[src/rtl/bf16_pkg.sv]
// Shared op codes, FPCSR flags and FSM state encoding for the BF16 conversion scheduler.
package bf16_pkg;

  localparam logic [3:0] BF16_TO_FP32_OP  = 4'b0000;
  localparam logic [3:0] FP32_TO_BF16_OP  = 4'b0001;
  localparam logic [3:0] FPCSR_INVALID_OP = 4'b1000;

  typedef enum logic [1:0] {
    ST_IDLE  = 2'd0,
    ST_ISSUE = 2'd1,
    ST_WAIT  = 2'd2,
    ST_RESP  = 2'd3
  } state_e;

  function automatic logic op_is_legal(input logic [3:0] op);
    return (op == BF16_TO_FP32_OP) || (op == FP32_TO_BF16_OP);
  endfunction

endpackage

[src/rtl/bf16_rr_arb2.sv]
// Two-way round-robin picker; the pointer moves past the served requester only on completion.
module bf16_rr_arb2 (
  input  logic       clk,
  input  logic       reset,
  input  logic [1:0] req,
  input  logic       done,
  input  logic       done_idx,
  output logic       gnt_vld,
  output logic       gnt_idx
);

  logic ptr_q, ptr_d;

  always_comb begin
    gnt_vld = |req;
    // Pointer only matters when both contend; a lone requester always wins.
    gnt_idx = (req == 2'b11) ? ptr_q : req[1];
    ptr_d   = done ? ~done_idx : ptr_q;
  end

  always_ff @(posedge clk or negedge reset) begin
    if (!reset) ptr_q <= 1'b0;
    else        ptr_q <= ptr_d;
  end

endmodule

[src/rtl/bf16_conv_sched.sv]
// Shares one BF16/FP32 conversion unit between two requesters (IDLE->ISSUE->WAIT->RESP).
// Optional macro BF16_SCHED_OPCHECK_EN: illegal ops are answered directly with an invalid-op flag.
module bf16_conv_sched
  import bf16_pkg::*;
#(
  parameter int CONV_LAT = 2,
  parameter int NREQ     = 2
) (
  input  logic                  clk,
  input  logic                  reset,
  input  logic [NREQ-1:0]       req_valid,
  output logic [NREQ-1:0]       req_ready,
  input  logic [NREQ-1:0][3:0]  req_op,
  input  logic [NREQ-1:0][31:0] req_operand,
  output logic [NREQ-1:0]       rsp_valid,
  input  logic [NREQ-1:0]       rsp_ready,
  output logic [31:0]           rsp_result,
  output logic [3:0]            rsp_fpcsr,
  output logic                  conv_enable,
  output logic [3:0]            conv_operation,
  output logic [31:0]           conv_operand,
  input  logic [31:0]           conv_result,
  input  logic [3:0]            conv_fpcsr,
  output logic                  busy
);

  localparam logic [3:0] LAT_M1 = 4'(CONV_LAT - 1);

  state_e      state_q, state_d;
  logic        idx_q, idx_d;
  logic [3:0]  op_q, op_d;
  logic [31:0] opnd_q, opnd_d;
  logic [3:0]  cnt_q, cnt_d;
  logic [31:0] res_q, res_d;
  logic [3:0]  fpcsr_q, fpcsr_d;

  logic arb_vld, arb_idx;
  logic accept, done;

  bf16_rr_arb2 u_arb (
    .clk      (clk),
    .reset    (reset),
    .req      (req_valid[1:0]),
    .done     (done),
    .done_idx (idx_q),
    .gnt_vld  (arb_vld),
    .gnt_idx  (arb_idx)
  );

  always_comb begin
    state_d = state_q;
    idx_d   = idx_q;
    op_d    = op_q;
    opnd_d  = opnd_q;
    cnt_d   = cnt_q;
    res_d   = res_q;
    fpcsr_d = fpcsr_q;
    accept  = 1'b0;
    done    = 1'b0;
    case (state_q)
      ST_IDLE: begin
        if (arb_vld) begin
          accept = 1'b1;
          idx_d  = arb_idx;
          op_d   = req_op[arb_idx];
          opnd_d = req_operand[arb_idx];
`ifdef BF16_SCHED_OPCHECK_EN
          if (!op_is_legal(req_op[arb_idx])) begin
            state_d = ST_RESP;
            res_d   = '0;
            fpcsr_d = FPCSR_INVALID_OP;
          end else begin
            state_d = ST_ISSUE;
          end
`else
          state_d = ST_ISSUE;
`endif
        end
      end
      ST_ISSUE: begin
        state_d = ST_WAIT;
        cnt_d   = LAT_M1;
      end
      ST_WAIT: begin
        // Counter runs CONV_LAT-1..0, so capture lands CONV_LAT cycles after ISSUE.
        if (cnt_q == 4'd0) begin
          state_d = ST_RESP;
          res_d   = conv_result;
          fpcsr_d = conv_fpcsr;
        end else begin
          cnt_d = cnt_q - 4'd1;
        end
      end
      ST_RESP: begin
        if (rsp_ready[idx_q]) begin
          done    = 1'b1;
          state_d = ST_IDLE;
        end
      end
      default: state_d = ST_IDLE;
    endcase
  end

  always_ff @(posedge clk or negedge reset) begin
    if (!reset) begin
      state_q <= ST_IDLE;
      idx_q   <= 1'b0;
      op_q    <= '0;
      opnd_q  <= '0;
      cnt_q   <= '0;
      res_q   <= '0;
      fpcsr_q <= '0;
    end else begin
      state_q <= state_d;
      idx_q   <= idx_d;
      op_q    <= op_d;
      opnd_q  <= opnd_d;
      cnt_q   <= cnt_d;
      res_q   <= res_d;
      fpcsr_q <= fpcsr_d;
    end
  end

  // req_ready is combinational from IDLE, so gate it with reset to keep it low while held.
  always_comb begin
    for (int i = 0; i < NREQ; i++) begin
      req_ready[i] = accept && reset && (arb_idx == 1'(i));
      rsp_valid[i] = (state_q == ST_RESP) && (idx_q == 1'(i));
    end
  end

  assign rsp_result     = res_q;
  assign rsp_fpcsr      = fpcsr_q;
  assign conv_enable    = (state_q == ST_ISSUE);
  assign conv_operation = op_q;
  assign conv_operand   = opnd_q;
  assign busy           = (state_q != ST_IDLE);

endmodule

[config.mk]
export PLATFORM = sky130hd
export DESIGN_NAME = bf16_conv_sched
export DESIGN_NICKNAME = d
export VERILOG_FILES = /design/src/rtl/bf16_pkg.sv /design/src/rtl/bf16_rr_arb2.sv /design/src/rtl/bf16_conv_sched.sv
export SDC_FILE = /design/constraint.sdc
export NUM_CORES = 1
export LEC_CHECK = 0
export CORE_MARGIN = 10
export CORE_UTILIZATION = 44
export CTS_BUF_LIST = sky130_fd_sc_hd__clkbuf_8
export CTS_CLUSTER_SIZE = 40
export DETAILED_ROUTE_END_ITERATION = 8
export PLACE_DENSITY = 0.88
export SLEW_MARGIN = 20
export SYNTH_ARGS = -nofsm -noshare
export SYNTH_HDL_FRONTEND = slang
export SYNTH_SLANG_ARGS = --single-unit
export TNS_END_PERCENT = 30
[constraint.sdc]
create_clock -name clk -period 3.6 [get_ports clk]
set_clock_uncertainty 0.05 [all_clocks]
set_input_delay 0.54 -clock clk [delete_from_list [all_inputs] [get_ports clk]]
set_output_delay 0.54 -clock clk [all_outputs]
set_load 0.02 [all_outputs]
* Yosys cells after proc, flatten, opt, wreduce, memory -nomap -nowiden
Cells that the tools add are included.
** Storage, ports and cells
- Bits in registers :: 80
- Latch bits :: 0
- Memories kept :: 0
- Bits in writable memories :: 0
- Memory bits (read-only) :: 0
- Input port bits :: 114
- Logic and storage cells :: 52
** Operators by class
- Add/subtract/negate cells :: 1
- Mux-type cells :: 17
- Equality and inequality tests :: 8
- Reductions and logical operators :: 14
- Multipliers :: 0
- Bitwise logic cells :: 2
- $lt $le $gt $ge :: 2
- Shift-type cells :: 0
- Div/mod/pow operators :: 0
** Operators with widths (count)
- $mux 32 :: 2
- $mux 4 :: 3
- $ne 2x2->1 const B :: 4
- $pmux 2 s4 :: 1
- $pmux 4 s2 :: 1
- $mux 1 :: 7
- $eq 2x2->1 const B :: 3
- $mux 2 :: 3
- $reduce_and 2->1 :: 3
- $logic_and 1x1->1 :: 5
- $logic_not 4->1 :: 1
- $lt 1x2->1 const B :: 2
- $reduce_bool 2->1 :: 2
- $sub 4x1->4 const B :: 1
- $reduce_and 3->1 :: 1
- $eq 2x1->1 const B :: 1
- $logic_not 2->1 :: 1
- $not 1->1 :: 2
- $reduce_or 2->1 :: 1

* Logic depth before layout (Yosys ltp)
- Depth in word-level cells :: 5
- Gate-level depth with buffers :: 7

* Modules after synthesis
Synthesis repeated with hierarchy kept, for this count alone.
** Second synthesis, totals
- Cells, all modules :: 290
- Area, all modules :: 3525.9 um2
** By module, submodules not included
- bf16_conv_sched :: area each 3474.6 um2, times used 1, cells each 284
- bf16_rr_arb2 :: area each 51.3 um2, times used 1, cells each 6

* Worst setup path after synthesis
No wires, ideal clock.
- Path kind :: reg2out
- From :: register state_q[0]
- To :: output req_ready[0]
- Setup slack :: 1.298 ns
- Data arrival time :: 1.712 ns
- Cell stages (with the launch flop) :: 8
- Cell sequence :: dfrtp_1 inv_1 ha_1 o21a_1 clkbuf_1 buf_1 nand2_1 nor2_1
** Between the ends
- Word-level cells in the longest chain between the ends :: 4
** RTL lines
- start, declared :: RTL line bf16_conv_sched.sv:29 : state_e state_q, state_d;
- start signal, assigned :: RTL line bf16_conv_sched.sv:114 : state_q <= state_d;
- $logic_not 2->1 :: RTL line bf16_conv_sched.sv:60 : case (state_q)
- $mux 1 :: RTL line bf16_conv_sched.sv:60
- $logic_and 1x1->1 (2 in series) :: RTL line bf16_conv_sched.sv:127 : req_ready[i] = accept && reset && (arb_idx == 1'(i));
- end, declared :: RTL line bf16_conv_sched.sv:12 : output logic [NREQ-1:0] req_ready,
Every way passes these cells.

* Worst setup path in the final report
- From :: input req_valid[1]
- To :: output req_ready[0]
** Between the ends
- Word-level cells in the longest chain between the ends :: 5
** RTL lines
- start, declared :: RTL line bf16_conv_sched.sv:11 : input logic [NREQ-1:0] req_valid,
- $reduce_or 2->1 :: RTL line bf16_rr_arb2.sv:15 : gnt_vld = |req;
- $mux 1 :: RTL line bf16_conv_sched.sv:62 : if (arb_vld) begin
- $mux 1 :: RTL line bf16_conv_sched.sv:60
- $logic_and 1x1->1 :: RTL line bf16_conv_sched.sv:127
- $logic_and 1x1->1 * :: RTL line bf16_conv_sched.sv:127
Every way passes the cells marked *; elsewhere a longest branch is shown, timed or not.

==> impl_metrics.json <==
{
  "tns_ps": 0,
  "crit_cells": 5,
  "antenna_found_initial": 0,
  "wire_per_inst_um": 19.1,
  "required_ps": 3010,
  "dr.pass1.iters": 4,
  "crit_fanout": 38,
  "syn_area_um2": 3680,
  "max_stage_delay_ps": 650,
  "die_y_um": 111,
  "initial_core_util_pct": 45.0,
  "crit_arrival_ps": 2390,
  "setup_violations": 0,
  "cts_sinks": 80,
  "p_int_uw": 2990,
  "yosys-top-cells-area": "dfrtp_1, mux2_1, nand3b_1",
  "rsz0062_at_grt": "false",
  "synthFlopType": "dfrtp_1",
  "layout-area-overhead-vs-synth_pct": 59.5,
  "clock_path_buffers": 2,
  "p_clk_share_pct": 13.3,
  "ioPinCount": 192,
  "cp-start-kind": "input port",
  "fin_nets": 639,
  "synth_top_area_share_pct": 54.4,
  "grt_pass1_vias": 3351,
  "avgSynthCellArea_um2": 10.9,
  "fin_crit_ps": 2980,
  "slew_violations": 0,
  "fp-row-count": 33,
  "comb_power_share_pct": 53.9,
  "cts_max_level": 3,
  "clk_latency_ps": 340,
  "netSwitchingFraction_pct": 38.9,
  "drt_iter0_drc": 155,
  "cts-resized-gates": 0,
  "synth_edf_count": 0,
  "ys_warn_count": 0,
  "vias_per_cell": 5.27,
  "hold_class": "reg2reg",
  "hold_viol": 0,
  "cts_setup_buffers": 0,
  "dp_slack_ps": 593,
  "r2r-start": "state_q[0]",
  "power.density_nw_per_um2": 835,
  "async_reset_ff_share_pct": 100,
  "die_w_um": 111,
  "reg2regPathDepth": 6,
  "r2r_end": "rsp_fpcsr[3]",
  "coreArea_um2": 8180,
  "worst_pin_slew_ps": 958,
  "critPathCapture": "req_ready[0]",
  "worst_setup_path_end_kind": "output port",
  "synthesis.nets": 457,
  "power_uw": 4900,
  "yosysTopAreaCell": "dfrtp_1",
  "grtUsageTotal_pct": 18.6,
  "p_sw_uw": 1910,
  "drc": 0,
  "slowest_stage": "clkdlybuf4s50_1",
  "dpl.hpwl_mm": 9.34,
  "routed_wl_mm": 12.0,
  "setup_ws_ps": 616,
  "die_area_um2": 12400,
  "seq_power_share_pct": 32.8,
  "grt_max_degree": 79,
  "postSynthCellCount": 337,
  "critPathTopFamily": "buffers and inverters",
  "ant_nets": 0,
  "numCtsBuffers": 9,
  "maxClockFrequency_ghz": 0.335,
  "num_vias": 3312,
  "critPathLaunch": "req_valid[1]",
  "cts_hold_buffers": 1,
  "port_buffers": 191,
  "irDropWorstVdd_uv": 409,
  "seq_area_frac_synth_pct": 54.4,
  "cts_tree": "built",
  "worst_slew_margin_rel_pct": 36.1,
  "fill_cells": 597,
  "path_cells": "clkdlybuf4s50_1 -> inv_2 -> nor2_1 -> nor2_1 -> clkdlybuf4s50_1",
  "power_leakage_uw": 0.00233,
  "ys_types": 31,
  "place_congestion": 0.770,
  "drv_cap": 0,
  "cp_num_buf_inv": 3,
  "grt_pass1_wl_mm": 18.8,
  "antenna_cells": 0,
  "r2r_slack_ps": 1490,
  "fin_crit_sh_pct": 82.9,
  "clkSlewWorstSetupHoldPaths_ps": 80,
  "clockRootBuffer": "clkbuf_8",
  "worstSetupPathType": "in2out",
  "grt-ovfl-total": 0,
  "status": "complete, no violations",
  "drive_above_1_share_pct": 6.87,
  "synth-seq-cells": 80
}
[cells by family (layout without fill, tap and decap cells)]
kind of cell | after synthesis | in the layout | synth area share [%]
adders and majority gates | 6 | 6 | 2.04
AOI/OAI and AO/OA | 81 | 81 | 13.0
xor gates and xnor gates | 1 | 1 | 0.238
muxes | 40 | 40 | 12.2
buffers and inverters | 36 | 223 | 3.98
and+or+nand+nor | 93 | 93 | 14.2
DFF | 80 | 80 | 54.4
[registers in the layout (all words and copies together) (netlist names)]
register	flops
cnt_q	4
conv_operand	32
conv_operation	4
idx_q	1
rsp_fpcsr	4
rsp_result	32
state_q	2
u_arb.ptr_q	1
[metrics by stage]
step | hold WS [ps] | util [%] | instances | cell area, um2
after floorplan | 194 | - | 337 | 3680
after global placement | 293 | 69.3 | 612 | 5660
after detailed placement | 298 | 69.3 | 612 | 5660
after CTS | 442 | 71.8 | 629 | 5870
after global routing | 458 | 71.8 | 629 | 5870
final | 437 | 71.8 | 629 | 5870
[layout by cell type (no fill, tap or decap), drive strengths merged, types with 3 or more instances in the layout]
cell             n
o21ai           37
ha               6
nor2            39
mux2            38
nand2            7
a31oi           36
dfrtp           80
buf              7
clkinv           3
inv             10
clkdlybuf4s50  190
nand3b          36
clkbuf          10
[power groups by stage]
stage	logic, uW	registers [uW]	clock network, uW
CTS	2680	1620	673
global placement	2610	1600	0
detailed placement	2680	1630	0
finish	2640	1610	652
global route	2840	1680	711
floorplan	902	2110	0
[per-layer routing]
metal / track usage, % / part of all wire, % / up-vias
li1: - / - / 1561
met1: 21.7 / 42 / 1581
met2: 30.4 / 47 / 161
met3: 8.27 / 10 / 9
met4: 5.23 / 1.0 / 0
met5: 0 / 0 / -
[cells in the mapped netlist, types with 3 or more instances]
| cell | n |
|---|---|
| a31oi_1 | 36 |
| dfrtp_1 | 80 |
| buf_4 | 3 |
| inv_1 | 7 |
| ha_1 | 6 |
| buf_1 | 6 |
| clkbuf_1 | 18 |
| o21ai_0 | 37 |
| mux2_1 | 30 |
| nand3b_1 | 36 |
| nor2_1 | 39 |
| mux2_2 | 8 |
| nand2_1 | 7 |
[worst min-delay path by stage]
stage                             start             to  slack (ps)  cells past startpoint
after floorplan                   reset       cnt_q[0]         190                      0
after global placement            reset    u_arb.ptr_q         290                      1
after detailed placement          reset    u_arb.ptr_q         300                      1
after CTS                 rsp_result[3]  rsp_result[3]         440                      1
after global routing      rsp_result[3]  rsp_result[3]         460                      1
final                     rsp_result[3]  rsp_result[3]         440                      1
[cell type report]
cell class	instances	area [um2]	area share (%)
clock buffers	10	138	2.34
well taps	105	131	2.24
clock inverters	6	60.1	1.02
flip-flops and latches	80	2000	34.1
inverters	9	33.8	0.576
multi-input cells	221	1540	26.2
repair buffers	198	1960	33.5
No activity file was read; power rests on OpenSTA's default activity.
